$ cat src/rtl/cache_mem_arbiter_pkg.sv
// Shared types for the cache-to-memory line-port arbiter.
// FSM states, requester identities and a small state helper.
package arbiter_types;

    typedef enum logic [1:0] {
        IDLE,
        SERVE_I,
        SERVE_D
    } arb_state_t;

    typedef enum logic {
        SRC_I,
        SRC_D
    } arb_src_t;

    function automatic arb_state_t serve_state(input arb_src_t src);
        return (src == SRC_D) ? SERVE_D : SERVE_I;
    endfunction

endpackage

$ cat src/rtl/arb_rr_pick.sv
// Two-requester round-robin picker.
// On contention the requester that did not win last time is chosen.
module arb_rr_pick
    import arbiter_types::*;
(
    input  logic     i_req,
    input  logic     d_req,
    input  arb_src_t last_grant,
    output logic     grant_valid,
    output arb_src_t grant_src
);

    always_comb begin
        grant_valid = i_req | d_req;
        grant_src   = SRC_I;
        if (i_req && d_req) begin
            grant_src = (last_grant == SRC_I) ? SRC_D : SRC_I;
        end else if (d_req) begin
            grant_src = SRC_D;
        end
    end

endmodule

$ cat src/rtl/cache_mem_arbiter.sv
// Shares one memory line port between the I-cache and D-cache miss paths.
// One transaction in flight; memory side is driven only from captured state.
module cache_mem_arbiter
    import arbiter_types::*;
#(
    parameter int ADDR_WIDTH = 16,
    parameter int LINE_WIDTH = 128
) (
    input  logic                  clk,
    input  logic                  reset,
    input  logic                  icache_read,
    input  logic [ADDR_WIDTH-1:0] icache_address,
    output logic [LINE_WIDTH-1:0] icache_rdata,
    output logic                  icache_resp,
    input  logic                  dcache_read,
    input  logic                  dcache_write,
    input  logic [ADDR_WIDTH-1:0] dcache_address,
    input  logic [LINE_WIDTH-1:0] dcache_wdata,
    output logic [LINE_WIDTH-1:0] dcache_rdata,
    output logic                  dcache_resp,
    output logic                  mem_read,
    output logic                  mem_write,
    output logic [ADDR_WIDTH-1:0] mem_address,
    output logic [LINE_WIDTH-1:0] mem_wdata,
    input  logic [LINE_WIDTH-1:0] mem_rdata,
    input  logic                  mem_resp
);

    arb_state_t            state_q;
    arb_state_t            state_d;
    arb_src_t              last_grant;
    logic                  grant_valid;
    arb_src_t              grant_src;
    logic                  load;
    logic                  d_req;
    logic                  busy;
    logic [ADDR_WIDTH-1:0] cap_addr;
    logic [LINE_WIDTH-1:0] cap_wdata;
    logic                  cap_write;

    assign d_req = dcache_read | dcache_write;

    arb_rr_pick u_pick (
        .i_req       (icache_read),
        .d_req       (d_req),
        .last_grant  (last_grant),
        .grant_valid (grant_valid),
        .grant_src   (grant_src)
    );

    always_comb begin
        state_d = state_q;
        load    = 1'b0;
        unique case (state_q)
            IDLE: begin
                if (grant_valid) begin
                    load    = 1'b1;
                    state_d = serve_state(grant_src);
                end
            end
            SERVE_I, SERVE_D: begin
                if (mem_resp) begin
                    state_d = IDLE;
                end
            end
            default: state_d = IDLE;
        endcase
    end

    always_ff @(posedge clk or negedge reset) begin
        if (!reset) begin
            state_q <= IDLE;
        end else begin
            state_q <= state_d;
        end
    end

    // A simultaneous read+write from the D-cache is served as a writeback.
    always_ff @(posedge clk or negedge reset) begin
        if (!reset) begin
            last_grant <= SRC_I;
            cap_addr   <= '0;
            cap_wdata  <= '0;
            cap_write  <= 1'b0;
        end else if (load) begin
            last_grant <= grant_src;
            if (grant_src == SRC_D) begin
                cap_addr  <= dcache_address;
                cap_wdata <= dcache_wdata;
                cap_write <= dcache_write;
            end else begin
                cap_addr  <= icache_address;
                cap_wdata <= '0;
                cap_write <= 1'b0;
            end
        end
    end

    assign busy         = (state_q != IDLE);
    assign mem_read     = busy & ~cap_write;
    assign mem_write    = busy & cap_write;
    assign mem_address  = cap_addr;
    assign mem_wdata    = cap_wdata;
    assign icache_resp  = (state_q == SERVE_I) & mem_resp;
    assign dcache_resp  = (state_q == SERVE_D) & mem_resp;
    assign icache_rdata = mem_rdata;
    assign dcache_rdata = mem_rdata;

    a_no_rw_both: assert property (
        @(posedge clk) disable iff (!reset) !(dcache_read && dcache_write)
    );

endmodule

$ cat config.mk
export PLATFORM = sky130hd
export DESIGN_NAME = cache_mem_arbiter
export DESIGN_NICKNAME = d
export VERILOG_FILES = /design/src/rtl/cache_mem_arbiter_pkg.sv /design/src/rtl/arb_rr_pick.sv /design/src/rtl/cache_mem_arbiter.sv
export SDC_FILE = /design/constraint.sdc
export NUM_CORES = 1
export LEC_CHECK = 0
export ABC_AREA = 1
export CAP_MARGIN = 30
export CORE_AREA = 4 4 269 271
export DETAILED_ROUTE_END_ITERATION = 10
export DIE_AREA = 0 0 273 275
export SYNTH_ARGS = -nofsm -noshare
export SYNTH_HDL_FRONTEND = slang
export SYNTH_SLANG_ARGS = --single-unit
$ cat constraint.sdc
create_clock -name clk -period 2.2 [get_ports clk]
set_input_delay 0.55 -clock clk [delete_from_list [all_inputs] [get_ports clk]]
set_output_delay 0.55 -clock clk [all_outputs]
set_load 0.01 [all_outputs]
==> impl_results.md <==
* Status: finished, final reports clean
* DRT antenna net count at 0
* Setup repair bufs after CTS at 0
* Crit Reg-Reg Startpoint: state_q[0]
* Synth Area in Simple Gates at 23.5%
* Drt via density at ~3
* Yosys warns at 0
* Layout cell share with drive strength beyond 1 at 7.79%
* Synthesized cell area at roughly 7900 um2
* Multi-input gate area at between 1500 and 2000 um2
* Hold_sp: mem_wdata[0]
* DRT iter0 DRCs at ~180
* Mean post-synth cell area at between 8 and 9 um2
* RSZ-0062 raised after global routing: false
* Met1 Usage GRT at under 10%
* Top-area cell type share of the netlist area at 46.7%
* Post-DP HPWL at ~20 mm
* Ports at approximately 700
* Leakage at about 0.0052 uW
* GRT Max-Usage Layer: met2
* Largest net degree at the start of global routing at 72
* I/O Buffers at between 300 and 400
* Placer's final routability congestion estimate at just over 0.7
* # nets final at ~1400
* Cts bufs inserted at 17
* H-tree levels at 4
* Synthesized instance count at 972
* Period utilization at between 90 and 100%
* Hold crit path type: register to register
* Reg area at about 3700 um2
* Hold Vio Cnt, Final at 0
* Slew at the pin closest to its max-slew limit at roughly 0.43 ns
* Grt total ovfl at 0
* Worst EP required at 1.65 ns
* DRC errors left at 0
* Synth cell types at 18
* Max Slew Vio Count at 0
* Sink Count at between 100 and 150
* Fill cells at roughly 7900
* Vias in the first global route at between 6000 and 7000
* Initial Util at 11.4%
* Mapped Nets at 1269
* Worst Clk Skew at between 0.006 and 0.007 ns
* Critical Path Start Type: register
* CP Launch Point: state_q[0]
* Clock-pin slew on the worst setup and hold paths at ~0.070 ns
* MaxCap Viol Count at 0
* Wire per inst at 13.5 um
* Synth Area in XOR/XNOR at 0%
* All-Layer GR Usage at 7.09%
* Met2 Resource Use GR at 9.41%
* Maximum vdd drop at 589 uV
* Area contributors post-synth: dfrtp_1 47%, buf_4 25%, nand2_1 21%
* Adder-Cell Fraction of Synth Area at 0.473%
* Met3 global-route usage at under 10%
* FF+latch count, synth at around 150
* Root Buffer Master: clkbuf_16
* Diodes inserted at 0
* Final WS setup at around 0.16 ns
* Post-synthesis sequential area ratio at 46.7%
* DP Worst Slack at -0.0282 ns
* Clock Path Buffers at 2
* Compound-Gate Fraction of Synth Area at 0.647%
* Post-synthesis mux area share at 0%
* Initial antenna violation count at 5
* Pwr dens at between 1000 and 1500 nW/um2
* Core Area at 69800 um2
* Critical Path AT at 1.49 ns
* Detailed Route WL at about 27 mm
* Row count at slightly below 100
* Crit Path Max Fanout at 3
* Worst hold margin at between 0.4 and 0.5 ns
* Fin crit period at around 2 ns
* Synth area leader: dfrtp_1
* Clk_lat worst skew at 0.47 ns
* CTS tree: yes
* First-pass GRT wire length at 38.8 mm
* Main combinational cell family by area after synthesis: buffers and inverters
* TritonRoute pass-1 iters at 4
* Width of the die at 273 um
* Vias post-DR at roughly 6000
* Critical path class: register to output pin
* Chip Height at between 200 and 300 um
* Fmax at 0.489 GHz
* Relative slew slack at a little under three quarters
* Die area at 75100 um2
* Area grow syn2layout at 41.0%
* Pwr Total at 14700 uW
* Final setup violation count at 0
* CP endpoint kind: output pin
==> cells by family after synthesis <==
logic type      after synthesis
fa+ha+maj                     3
simple gates                484
compound gates                5
flops                       148
buf+inv                     332
==> critical path: stages (launching register included) <==
cell,delay [ns]
dfrtp_1,0.38
inv_1,0.08
ha_1,0.21
nand2_1,0.06
inv_1,0.03
dlygate4sd2_1,0.27
==> sequential cells by signal, indices dropped and copies added (netlist names) <==
register and cells:
cap_write 1, last_grant 1, mem_address 16, mem_wdata 128, state_q 2
==> repair_timing <==
action,4_1_cts,5_1_grt
pin swaps,1,0
endpoints found under the hold margin,29,0
gates resized for setup,4,1
setup endpoints to repair,4,2
hold buffers,1,0
==> worst paths after layout <==
path                            cells after the start             end  slack (ns)
worst min register to register                      2    mem_wdata[0]        0.47
min in group asynchronous                           2  mem_wdata[100]        0.57
max in group asynchronous                           3   mem_wdata[14]        1.00
worst max-delay path                                5     dcache_resp        0.16
worst max register to register                      8   mem_wdata[85]        0.45
worst min-delay path                                2    mem_wdata[0]        0.47
==> area by class of cell <==
type                            instances  area share, %
Inverter                               43           1.44
Clock inverter                         10           1.30
Multi-Input combinational cell        492           17.6
Timing Repair Buffer                  351           31.7
Sequential cell                       148           33.1
Clock buffer                           22           4.33
Tap cell                              940           10.5
==> metrics by stage <==
step	area (um2)	TNS, ns	utilization, %	std cells
3_5_place_dp	10500	-0.0512	15.1	1973
5_1_grt	11200	0	16.0	2006
2_1_floorplan	7930	0	-	972
6_report	11200	0	16.0	2006
3_3_place_gp	10500	-0.0850	15.1	1973
4_1_cts	11200	0	16.0	2006
==> synth_stat cells <==
| library cell | number |
|---|---|
| a21oi_1 | 1 |
| a21oi_4 | 1 |
| buf_2 | 11 |
| buf_4 | 267 |
| buf_6 | 1 |
| clkbuf_1 | 10 |
| dfrtp_1 | 148 |
| ha_1 | 3 |
| inv_1 | 40 |
| inv_2 | 3 |
| nand2_1 | 444 |
| nand2_2 | 2 |
| nand3_1 | 34 |
| nor2_1 | 3 |
| nor2_2 | 1 |
| o21ai_0 | 1 |
| o21ai_2 | 1 |
| o21ai_4 | 1 |
==> layout by cell type, fill, tap and decap left out <==
cell	Yosys	layout
a21oi_1	1	1
a21oi_4	1	1
buf_12	0	10
buf_4	267	29
buf_6	1	1
bufinv_16	0	3
clkbuf_1	10	1
clkbuf_16	0	17
clkbuf_8	0	4
clkdlybuf4s50_1	0	308
clkinv_2	0	1
clkinv_4	0	2
clkinvlp_4	0	2
dfrtp_1	148	148
dlygate4sd2_1	0	2
dlygate4sd3_1	0	1
ha_1	3	2
ha_2	0	1
inv_1	40	40
inv_2	3	3
inv_6	0	2
nand2_1	444	444
nand2_2	2	2
nand3_1	34	34
nor2_1	3	1
nor2_2	1	2
nor2_4	0	1
o21ai_0	1	1
o21ai_2	1	1
o21ai_4	1	1
==> layer usage <==
layer	up-vias	routed length, um
li1	2814	-
met1	2628	10200
met2	419	10600
met3	133	4260
met4	8	1930
met5	-	166
==> report_power, final <==
part           switching [uW]  internal [uW]  total, uW
Sequential                652           3920       4580
Clock                    1330           1910       3250
Combinational            3460           3460       6920
Note: power is estimated with default switching activity, not from simulation.
